File: config.mk
export PLATFORM = sky130hd
export DESIGN_NAME = hilo_pipe
export DESIGN_NICKNAME = d
export VERILOG_FILES = /design/src/rtl/hilo_pipe.sv
export SDC_FILE = /design/constraint.sdc
export NUM_CORES = 1
export LEC_CHECK = 0
export ABC_AREA = 1
export BUFFER_PORTS_ARGS = -buffer_cell sky130_fd_sc_hd__buf_2
export CAP_MARGIN = 0
export CORE_AREA = 10 10 154 156
export DETAILED_ROUTE_END_ITERATION = 8
export DIE_AREA = 0 0 164 166
export PLACE_DENSITY = 0.83
export SLEW_MARGIN = 20
export SYNTH_ARGS = -nofsm -noshare
export SYNTH_HDL_FRONTEND = slang
export SYNTH_SLANG_ARGS = --single-unit
File: constraint.sdc
create_clock -name clk -period 13.7 [get_ports clk]
set_input_delay 0.685 -clock clk [delete_from_list [all_inputs] [get_ports clk]]
set_output_delay 0.685 -clock clk [all_outputs]
set_load 0.01 [all_outputs]
File: src/rtl/hilo_pipe.sv
// Purpose     : carries the EX HI/LO write through EX/MEM and MEM/WB, commits it to arch HI/LO at WB.
// Latency     : write presented at edge N shows on mem_* after N, wb_* after N+1, hi_o/lo_o after N+2.
// Backpressure: per-stage stall vector; a stalled stage feeding an unstalled one emits a bubble.
//
// Ports:
//   clk, rst            rising-edge clock, asynchronous active-high reset
//   stall[5:0]          stage stalls {wb,mem,ex,id,if,pc}; only ex/mem/wb are used here
//   flush               drops every in-flight HI/LO write (arch HI/LO untouched)
//   ex_hi_i/lo_i/whilo_i  EX-stage result triple
//   mem_*_o             EX/MEM register, forwarded back to EX
//   wb_*_o              MEM/WB register, forwarded back to EX
//   hi_o, lo_o          architectural HI/LO
//   commit_cnt_o        number of HI/LO commits since reset (wraps silently)
module hilo_pipe #(
  parameter int DATA_W = 32,
  parameter int CNT_W  = 32
) (
  input  logic              clk,
  input  logic              rst,
  input  logic [5:0]        stall,
  input  logic              flush,
  input  logic [DATA_W-1:0] ex_hi_i,
  input  logic [DATA_W-1:0] ex_lo_i,
  input  logic              ex_whilo_i,
  output logic [DATA_W-1:0] mem_hi_o,
  output logic [DATA_W-1:0] mem_lo_o,
  output logic              mem_whilo_o,
  output logic [DATA_W-1:0] wb_hi_o,
  output logic [DATA_W-1:0] wb_lo_o,
  output logic              wb_whilo_o,
  output logic [DATA_W-1:0] hi_o,
  output logic [DATA_W-1:0] lo_o,
  output logic [CNT_W-1:0]  commit_cnt_o
);

  // One HI/LO write in flight: the pair plus its enable.
  typedef struct packed {
    logic              whilo;
    logic [DATA_W-1:0] hi;
    logic [DATA_W-1:0] lo;
  } hilo_t;

  localparam hilo_t HILO_NOP = '0;

  // Stall bits named for readability.
  logic stall_ex;
  logic stall_mem;
  logic stall_wb;

  // Front-end stall bits have no effect on this block.
  logic unused_stall_front;

  hilo_t ex_in;
  hilo_t exmem_q;
  hilo_t exmem_d;
  hilo_t memwb_q;
  hilo_t memwb_d;

  logic [DATA_W-1:0] hi_q;
  logic [DATA_W-1:0] lo_q;
  logic [CNT_W-1:0]  cnt_q;
  logic              commit;

  assign stall_ex           = stall[3];
  assign stall_mem          = stall[4];
  assign stall_wb           = stall[5];
  assign unused_stall_front = ^stall[2:0];

  assign ex_in = '{whilo: ex_whilo_i, hi: ex_hi_i, lo: ex_lo_i};

  // EX/MEM next value. Flush outranks every stall combination, so a
  // flushed write can never be resurrected by a simultaneous hold.
  always_comb begin
    exmem_d = exmem_q;
    if (flush) begin
      exmem_d = HILO_NOP;
    end else if (stall_ex && !stall_mem) begin
      exmem_d = HILO_NOP;
    end else if (stall_ex && stall_mem) begin
      exmem_d = exmem_q;
    end else begin
      exmem_d = ex_in;
    end
  end

  // MEM/WB next value, same priority scheme one stage later.
  always_comb begin
    memwb_d = memwb_q;
    if (flush) begin
      memwb_d = HILO_NOP;
    end else if (stall_mem && !stall_wb) begin
      memwb_d = HILO_NOP;
    end else if (stall_mem && stall_wb) begin
      memwb_d = memwb_q;
    end else begin
      memwb_d = exmem_q;
    end
  end

  // Commit uses the MEM/WB contents as they stand before the edge, so the
  // instruction already sitting in WB still retires on a flush edge.
  assign commit = memwb_q.whilo && !stall_wb;

  always_ff @(posedge clk or posedge rst) begin
    if (rst) begin
      exmem_q <= HILO_NOP;
      memwb_q <= HILO_NOP;
    end else begin
      exmem_q <= exmem_d;
      memwb_q <= memwb_d;
    end
  end

  always_ff @(posedge clk or posedge rst) begin
    if (rst) begin
      hi_q  <= '0;
      lo_q  <= '0;
      cnt_q <= '0;
    end else if (commit) begin
      hi_q  <= memwb_q.hi;
      lo_q  <= memwb_q.lo;
      cnt_q <= cnt_q + 1'b1;
    end
  end

  // All outputs come straight from registers: no input-to-output path.
  assign mem_hi_o     = exmem_q.hi;
  assign mem_lo_o     = exmem_q.lo;
  assign mem_whilo_o  = exmem_q.whilo;
  assign wb_hi_o      = memwb_q.hi;
  assign wb_lo_o      = memwb_q.lo;
  assign wb_whilo_o   = memwb_q.whilo;
  assign hi_o         = hi_q;
  assign lo_o         = lo_q;
  assign commit_cnt_o = cnt_q;

endmodule
==> out/qor.csv, run 1 <==
stage;metric;value;unit
layout;final_cell_count_no_fill;1522;
timing;hold_viol;0;
power_and_ir_drop;power_density;134;nW/µm²
clocking;cts_root_buf;clkbuf_16;
placement;routabilityCongestion;0.894;
synth;total_number_of_yosys_warnings;0;
clocking;cts.repair_timing.setup_buffer_count;0;
global_route;first_pass_grt_wire_length;44.0;mm
clocking;worst_skew_pair.late_latency;510;ps
synth;ys_ff_latch;226;
clocking;clock_tree_from_tritoncts;yes;
layout;final_common_cell;buf_2;
synth;synth_edf_count;0;
power_and_ir_drop;switchingPower;375;µW
worst_setup_path;r2r_cells;3;
power_and_ir_drop;post-layout-total-power;1570;µW
timing;worst_pin_slew;901;ps
global_route;grt_antenna_before_repair;4;
timing;slew-limit-headroom;39.9;%
clocking;hold_buffers;0;
placement;hpwlAfterDp;19.9;mm
timing;max_freq;479;MHz
worst_setup_path;critPathLaunchType;flop;
layout;mostFrequentLayoutCells;buf_2 (296), dfrtp_1 (226), inv_1 (220);
timing;layout_min_cycle_time;2090;ps
floorplan;die_area;27200;µm²
layout;layout-area-overhead-vs-synth;28.4;%
synth;ys_dominant_reg_cell;dfrtp_1;
global_route;first_global_vias;7854;
power_and_ir_drop;clockPowerShare;45.9;%
global_route;pin_count_of_the_biggest_net_entering_global_routing;88;
synth;asyncSetResetFlopFracSynth;100;%
power_and_ir_drop;logic_pwr_share;8.5;%
power_and_ir_drop;internal_power;1190;µW
worst_setup_path;regToRegEndpoint;hi_o[19];
worst_setup_path;crit-reg2reg-launch;wb_whilo_o;
route;initialDrtViolationCount;572;
floorplan;ios;300;
worst_setup_path;timing.critical_path.required;14040;ps
route;detail_route.vias_per_cell;5.03;
synth;post_synthesis_cells;940;
route;drc_errors;0;
status;run_status;completed;
timing;timing.final.setup_violations;0;
timing;post-route-period-util;15.2;%
timing;fin_hold_ws;276;ps
layout;layout.filler_cells;1781;
clocking;cts_repair_resize_count;0;
route;ant_nets;0;
power_and_ir_drop;power.share.switching;23.9;%
floorplan;initial_util;44.1;%
floorplan;fp-row-count;53;
worst_setup_path;worst-path-max-fanout;87;
synth;post_synth_instance_area;9120;µm²
layout;final_nets;1301;
synth;synth_fp_nets;1015;
floorplan;coreArea;20700;µm²
min_path;hold_path.class;in -> async;
clocking;cts_htree_levels;1;
clocking;cts_made_buffers;24;
synth;yosysSeqAreaShare;62.0;%
power_and_ir_drop;leakage;0.00633;µW
job;cap_viol_max_count;0;
power_and_ir_drop;seqPwrFrac;45.6;%
timing;clk_skew;8.66;ps
global_route;overflow;0;
route;first_pass_iters;6;
worst_setup_path;critical_path.endpoint_type;flop;
power_and_ir_drop;maximum_resistive_drop_on_vdd;0.105;mV
route;postRouteWirelength;27.8;mm
floorplan;floorplan.die.height;166;µm
timing;report.final.slew_viol_count;0;
placement;post-place-cells;1475;
worst_setup_path;worst-setup-path-type;reg -> reg;
floorplan;x_dimension_of_the_die;164;µm
timing;final.setup.tns;0;ps
layout;layout-drive-gt1-share;30.7;%
synth;syn_avg_cell_area;9.70;µm²
worst_setup_path;r2r_setup_slack;11610;ps
global_route;all_layer_gr_usage;20.2;%
synth;number_of_distinct_standard_cells_referenced_by_the_synthesized_netlist;29;
worst_setup_path;crit_arrival;2430;ps
timing;rsz0062_at_grt;false;
route;routedWlPerCell;18.2;µm
clocking;ctsLongestPathBuffers;3;
placement;portBuffers;296;
clocking;clock_sinks;226;
route;detailroute.via_count;7662;
clocking;post_cts_clock_slew_at_the_launch_and_capture_registers_of_the_worst_setup_and_hold_paths;70;ps
## power groups by stage
stage	clock network, µW	logic [µW]	registers (µW)
after floorplan	0	57.0	739
after global placement	0	131	724
after detailed placement	0	135	726
after CTS	733	135	715
after global routing	764	147	718
final	720	133	715
## per-stage QoR
stage               worst slack (ps)  area [µm²]  utilization (%)
floorplan                       6820        9120                -
global placement               11350       10800             52.2
detailed placement             11280       10800             52.2
CTS                            11650       11700             56.6
global route                   11470       11700             56.6
finish                         11610       11700             56.6
## cells in the mapped netlist, drive strengths merged, types with 5 or more instances
cell type	instances	area, µm²
dfrtp	226	5660
inv	224	843
nand2	152	608
o22ai	130	813
o21ai	66	330
nor2	41	233
buf	33	178
nand3	18	100
clkbuf	10	37.5
nand3b	9	67.6
xor2	9	78.8
nand4	6	37.5
xnor2	6	52.6
nor3	5	46.3
## layer usage
layer,GRT usage [%],vias to the layer above,wire (µm)
li1,-,3554,-
met1,23.2,3670,10200
met2,33.3,338,13500
met3,6.05,96,2350
met4,9.87,4,1650
met5,0,-,30
## registers in the layout, summed over array words and instances, names as in the netlist
register and cells:
wb_hi_o 32, lo_o 32, wb_whilo_o 1, mem_whilo_o 1, wb_lo_o 32, commit_cnt_o 32, hi_o 32, mem_lo_o 32
mem_hi_o 32
## critical path: stages (launching register included)
cell	delay [ps]
dfrtp_1	430
nand2_4	450
buf_4	710
o21ai_0	220
## layout make-up
cell class	count	area, µm²	share of cell area, %
repair buffers	303	1530	13.1
diodes	3	7.51	0.0641
clock buffers	31	688	5.88
clock inverters	13	209	1.78
inverters	224	851	7.26
flip-flops and latches	226	5660	48.3
multi-input cells	447	2420	20.7
well taps	275	344	2.94
## worst max path at each step
stage	depth (start not counted)	slack (ps)	startpoint	to
after detailed placement	5	11280	stall[5]	hi_o[24]
after CTS	3	11650	wb_whilo_o	hi_o[19]
after floorplan	1	6820	rst	commit_cnt_o[0]
after global routing	3	11470	wb_whilo_o	hi_o[19]
final	3	11610	wb_whilo_o	hi_o[19]
after global placement	5	11350	stall[5]	hi_o[16]
## kinds of logic (layout without fill, tap and decap cells)
family,count (synthesis),count (layout),synth area share (%)
buf+inv,267,571,11.6
simple gates,235,235,12.3
flops,226,226,62.0
compound gates,196,196,12.5
xor+xnor,15,15,1.44
fa+ha+maj,1,1,0.137
other cells,0,3,0
Power figures use the tool's default switching activity.
==> inputs of run 2 (changes only) <==
- ABC_AREA: 1 -> 0
- CORE_AREA: 10 10 154 156 -> 10 10 148 150
- DIE_AREA: 0 0 164 166 -> 0 0 158 160
- PLACE_DENSITY: 0.83 -> 0.84
- clock period: 13.7 -> 2.2 ns (I/O delays scaled with it)
==> run 2 against run 1 <==
  * Core utilization grew 3.8 points
  * Worst setup slack got worse by 11000 ps
  * Via count shrank 17%
  * First-iteration DRC count is 47% lower
  * Synthesized cell count down 41%
  * Design area is 1.6% lower
  * Clock power grew to 5.1 times the previous value
  * Global-route usage shrank 0.67 points
  * Critical path type unchanged
  * Largest cell class unchanged
==> out/qor.csv, run 2 <==
stage;metric;value;unit;change
global_route;first_global_vias;6751;;-14%
floorplan;initial_util;43.8;%;-0.30 points
clocking;cts_root_buf;clkbuf_16;;
worst_setup_path;worst_path_dominant_cell_family;simple AND/OR/NAND/NOR gates;;
synth;ys_ff_latch;226;;unchanged
synth;post_synthesis_cells;552;;-41%
layout;final_nets;986;;-24%
global_route;overflow;0;;unchanged
global_route;pin_count_of_the_biggest_net_entering_global_routing;128;;+45%
synth;synth.most_common_cell;dfrtp_1;;
synth;asyncSetResetFlopFracSynth;100;%;unchanged
route;initialDrtViolationCount;305;;-47%
clocking;clock_tree_from_tritoncts;yes;;
clocking;cts_htree_levels;1;;unchanged
global_route;all_layer_gr_usage;19.5;%;-0.67 points
timing;slew-limit-headroom;43.3;%;+3.3 points
floorplan;ios;300;;unchanged
worst_setup_path;timing.critical_path.required;2580;ps;-11460 ps
floorplan;x_dimension_of_the_die;158;µm;-3.7%
clocking;post_cts_clock_slew_at_the_launch_and_capture_registers_of_the_worst_setup_and_hold_paths;60;ps;about the same
route;detailroute.via_count;6390;;-17%
synth;total_number_of_yosys_warnings;0;;unchanged
clocking;cts.repair_timing.setup_buffer_count;0;;unchanged
clocking;clock_sinks;226;;unchanged
placement;routabilityCongestion;0.812;;-9.2%
min_path;worst_min_path_start;stall[3];;
worst_setup_path;worst-path-max-fanout;17;;-80%
route;drc_errors;0;;unchanged
global_route;grt_antenna_before_repair;3;;-1
worst_setup_path;crit_chain;and4_1 -> and3_1 -> nand3_1 -> xnor2_1;;
layout;mostFrequentLayoutCells;buf_2 (296), dfrtp_1 (226), a22o_1 (130);;
worst_setup_path;critical_path.endpoint_type;flop;;
worst_setup_path;cp_max_stage_delay;570;ps;-140 ps
job;cap_viol_max_count;0;;unchanged
synth;synth_top_area_share;67.7;%;+5.7 points
layout;ff_latch_area;5660;µm²;unchanged
timing;post-route-period-util;80.8;%;+66 points
clocking;hold_buffers;67;;+67
timing;max_freq;563;MHz;+17%
synth;synth_edf_count;0;;unchanged
floorplan;fp-row-count;51;;-3.8%
timing;layout_min_cycle_time;1780;ps;-310 ps
synth;yosys.area.top_type;dfrtp_1;;
timing;clk_skew;10.1;ps;+1.45 ps
clocking;cts_made_buffers;23;;-4.2%
synth;synth_fp_nets;627;;-38%
route;postRouteWirelength;25.5;mm;-8.1%
worst_setup_path;crit_path_top_delay_cell;and3_1;;
timing;report.final.slew_viol_count;0;;unchanged
placement;portBuffers;296;;unchanged
clocking;worst_skew_pair.late_latency;500;ps;about the same
floorplan;floorplan.die.height;160;µm;-3.6%
worst_setup_path;r2r_setup_slack;420;ps;-11190 ps
timing;rsz0062_at_grt;false;;
synth;post_synth_main_area_contributors;dfrtp_1 (68%), a22o_1 (14%), mux2_2 (8.8%);;
route;detail_route.vias_per_cell;5.48;;+9.0%
layout;layout.filler_cells;1419;;-20%
synth;post_synth_instance_area;8350;µm²;-8.4%
worst_setup_path;crit-reg2reg-launch;commit_cnt_o[9];;
synth;number_of_distinct_standard_cells_referenced_by_the_synthesized_netlist;27;;-6.9%
power_and_ir_drop;maximum_resistive_drop_on_vdd;0.709;mV;+570%
power_and_ir_drop;power_density;770;nW/µm²;+480%
power_and_ir_drop;post-layout-total-power;8880;µW;+470%
layout;layout-drive-gt1-share;44.6;%;+14 points
timing;hold_viol;0;;unchanged
placement;hpwlAfterDp;16.2;mm;-19%
min_path;hold_path.class;in -> reg;;
layout;multiInputGateArea;2540;µm²;+4.8%
synth;ys_dominant_reg_cell;dfrtp_1;;
min_path;worst_hold_path.num_cells;4;;
timing;worst_pin_slew;851;ps;-50.2 ps
synth;syn_avg_cell_area;15.1;µm²;+56%
floorplan;die_area;25300;µm²;-7.1%
global_route;first_pass_grt_wire_length;39.4;mm;-11%
timing;final.setup.tns;0;ps;unchanged
worst_setup_path;worst-setup-path-type;reg -> reg;;
synth;netlist_top_cells_count;dfrtp_1 (226), a22o_1 (130), mux2_2 (65);;
status;run_status;completed;;
synth;yosysSeqAreaShare;67.7;%;+5.7 points
clocking;ctsLongestPathBuffers;3;;unchanged
worst_setup_path;cp.buffers_inverters;0;;-1
min_path;min_to;mem_hi_o[25];;
clocking;cts_repair_resize_count;0;;unchanged
worst_setup_path;r2r_cells;4;;+1
floorplan;coreArea;19100;µm²;-7.8%
worst_setup_path;crit_arrival;2150;ps;-280 ps
route;ant_nets;0;;unchanged
power_and_ir_drop;leakage;0.00638;µW;+0.76%
route;routedWlPerCell;21.9;µm;+20%
worst_setup_path;regToRegEndpoint;commit_cnt_o[20];;
worst_setup_path;critPathLaunchType;flop;;
layout;layout-area-overhead-vs-synth;38.0;%;
route;first_pass_iters;6;;unchanged
layout;final_common_cell;buf_2;;
timing;timing.final.setup_violations;0;;unchanged
run 2: area by class of cell:
class,instances,area share [%]
diodes,3,0.0651
clock buffers,36,5.77
clock inverters,2,0.304
inverters,3,0.130
multi-input cells,283,22.0
flip-flops and latches,226,49.1
well taps,238,2.58
repair buffers,374,20.0
run 2: stage by stage:
| stage | hold slack [ps] | cells | cell area (µm²) | utilization (%) | setup WS (ps) |
|---|---|---|---|---|---|
| finish | 186 | 1165 | 11500 | 60.4 | 423 |
| global placement | 326 | 1057 | 10100 | 53.2 | 539 |
| floorplan | 243 | 552 | 8360 | - | -862 |
| CTS | 198 | 1162 | 11500 | 60.4 | 444 |
| detailed placement | 329 | 1057 | 10100 | 53.2 | 480 |
| global route | 191 | 1165 | 11500 | 60.4 | 307 |
run 2: worst reg2reg max path: stages, from the launching register on:
cell and delay [ps]:
dfrtp_1 430, and4_1 280, and3_1 570, nand3_1 210, xnor2_1 180
run 2: worst max path at each step:
stage / from / to / slack, ps / cells past startpoint
after floorplan: rst / commit_cnt_o[0] / -860 / 1
final: commit_cnt_o[9] / commit_cnt_o[20] / 420 / 4
after global routing: commit_cnt_o[9] / commit_cnt_o[28] / 310 / 4
after CTS: commit_cnt_o[9] / commit_cnt_o[20] / 440 / 4
after global placement: commit_cnt_o[9] / commit_cnt_o[26] / 540 / 4
after detailed placement: commit_cnt_o[9] / commit_cnt_o[25] / 480 / 4
run 2: where the power goes:
part | internal (µW) | switching, µW | total [µW] | leakage (µW)
clock | 2170 | 1500 | 3680 | 0.000341
sequential | 4310 | 128 | 4430 | 0.00310
combinational | 357 | 414 | 770 | 0.00294
total | 6830 | 2050 | 8880 | 0.00638
run 2: per-layer routing:
layer | wire length [µm] | track usage, % | up-vias
met5 | 0 | 0 | -
met4 | 913 | 7.83 | 0
met3 | 2080 | 5.53 | 74
met2 | 12800 | 33.2 | 301
met1 | 9690 | 22.5 | 3248
li1 | - | - | 2767
run 2: logic make-up after synthesis:
family / count (synthesis) / synth area share (%)
compound gates: 130 / 13.6
flops: 226 / 67.7
simple gates: 56 / 4.30
fa+ha+maj: 1 / 0.150
mux: 65 / 8.76
xor+xnor: 31 / 3.25
buf+inv: 43 / 2.19
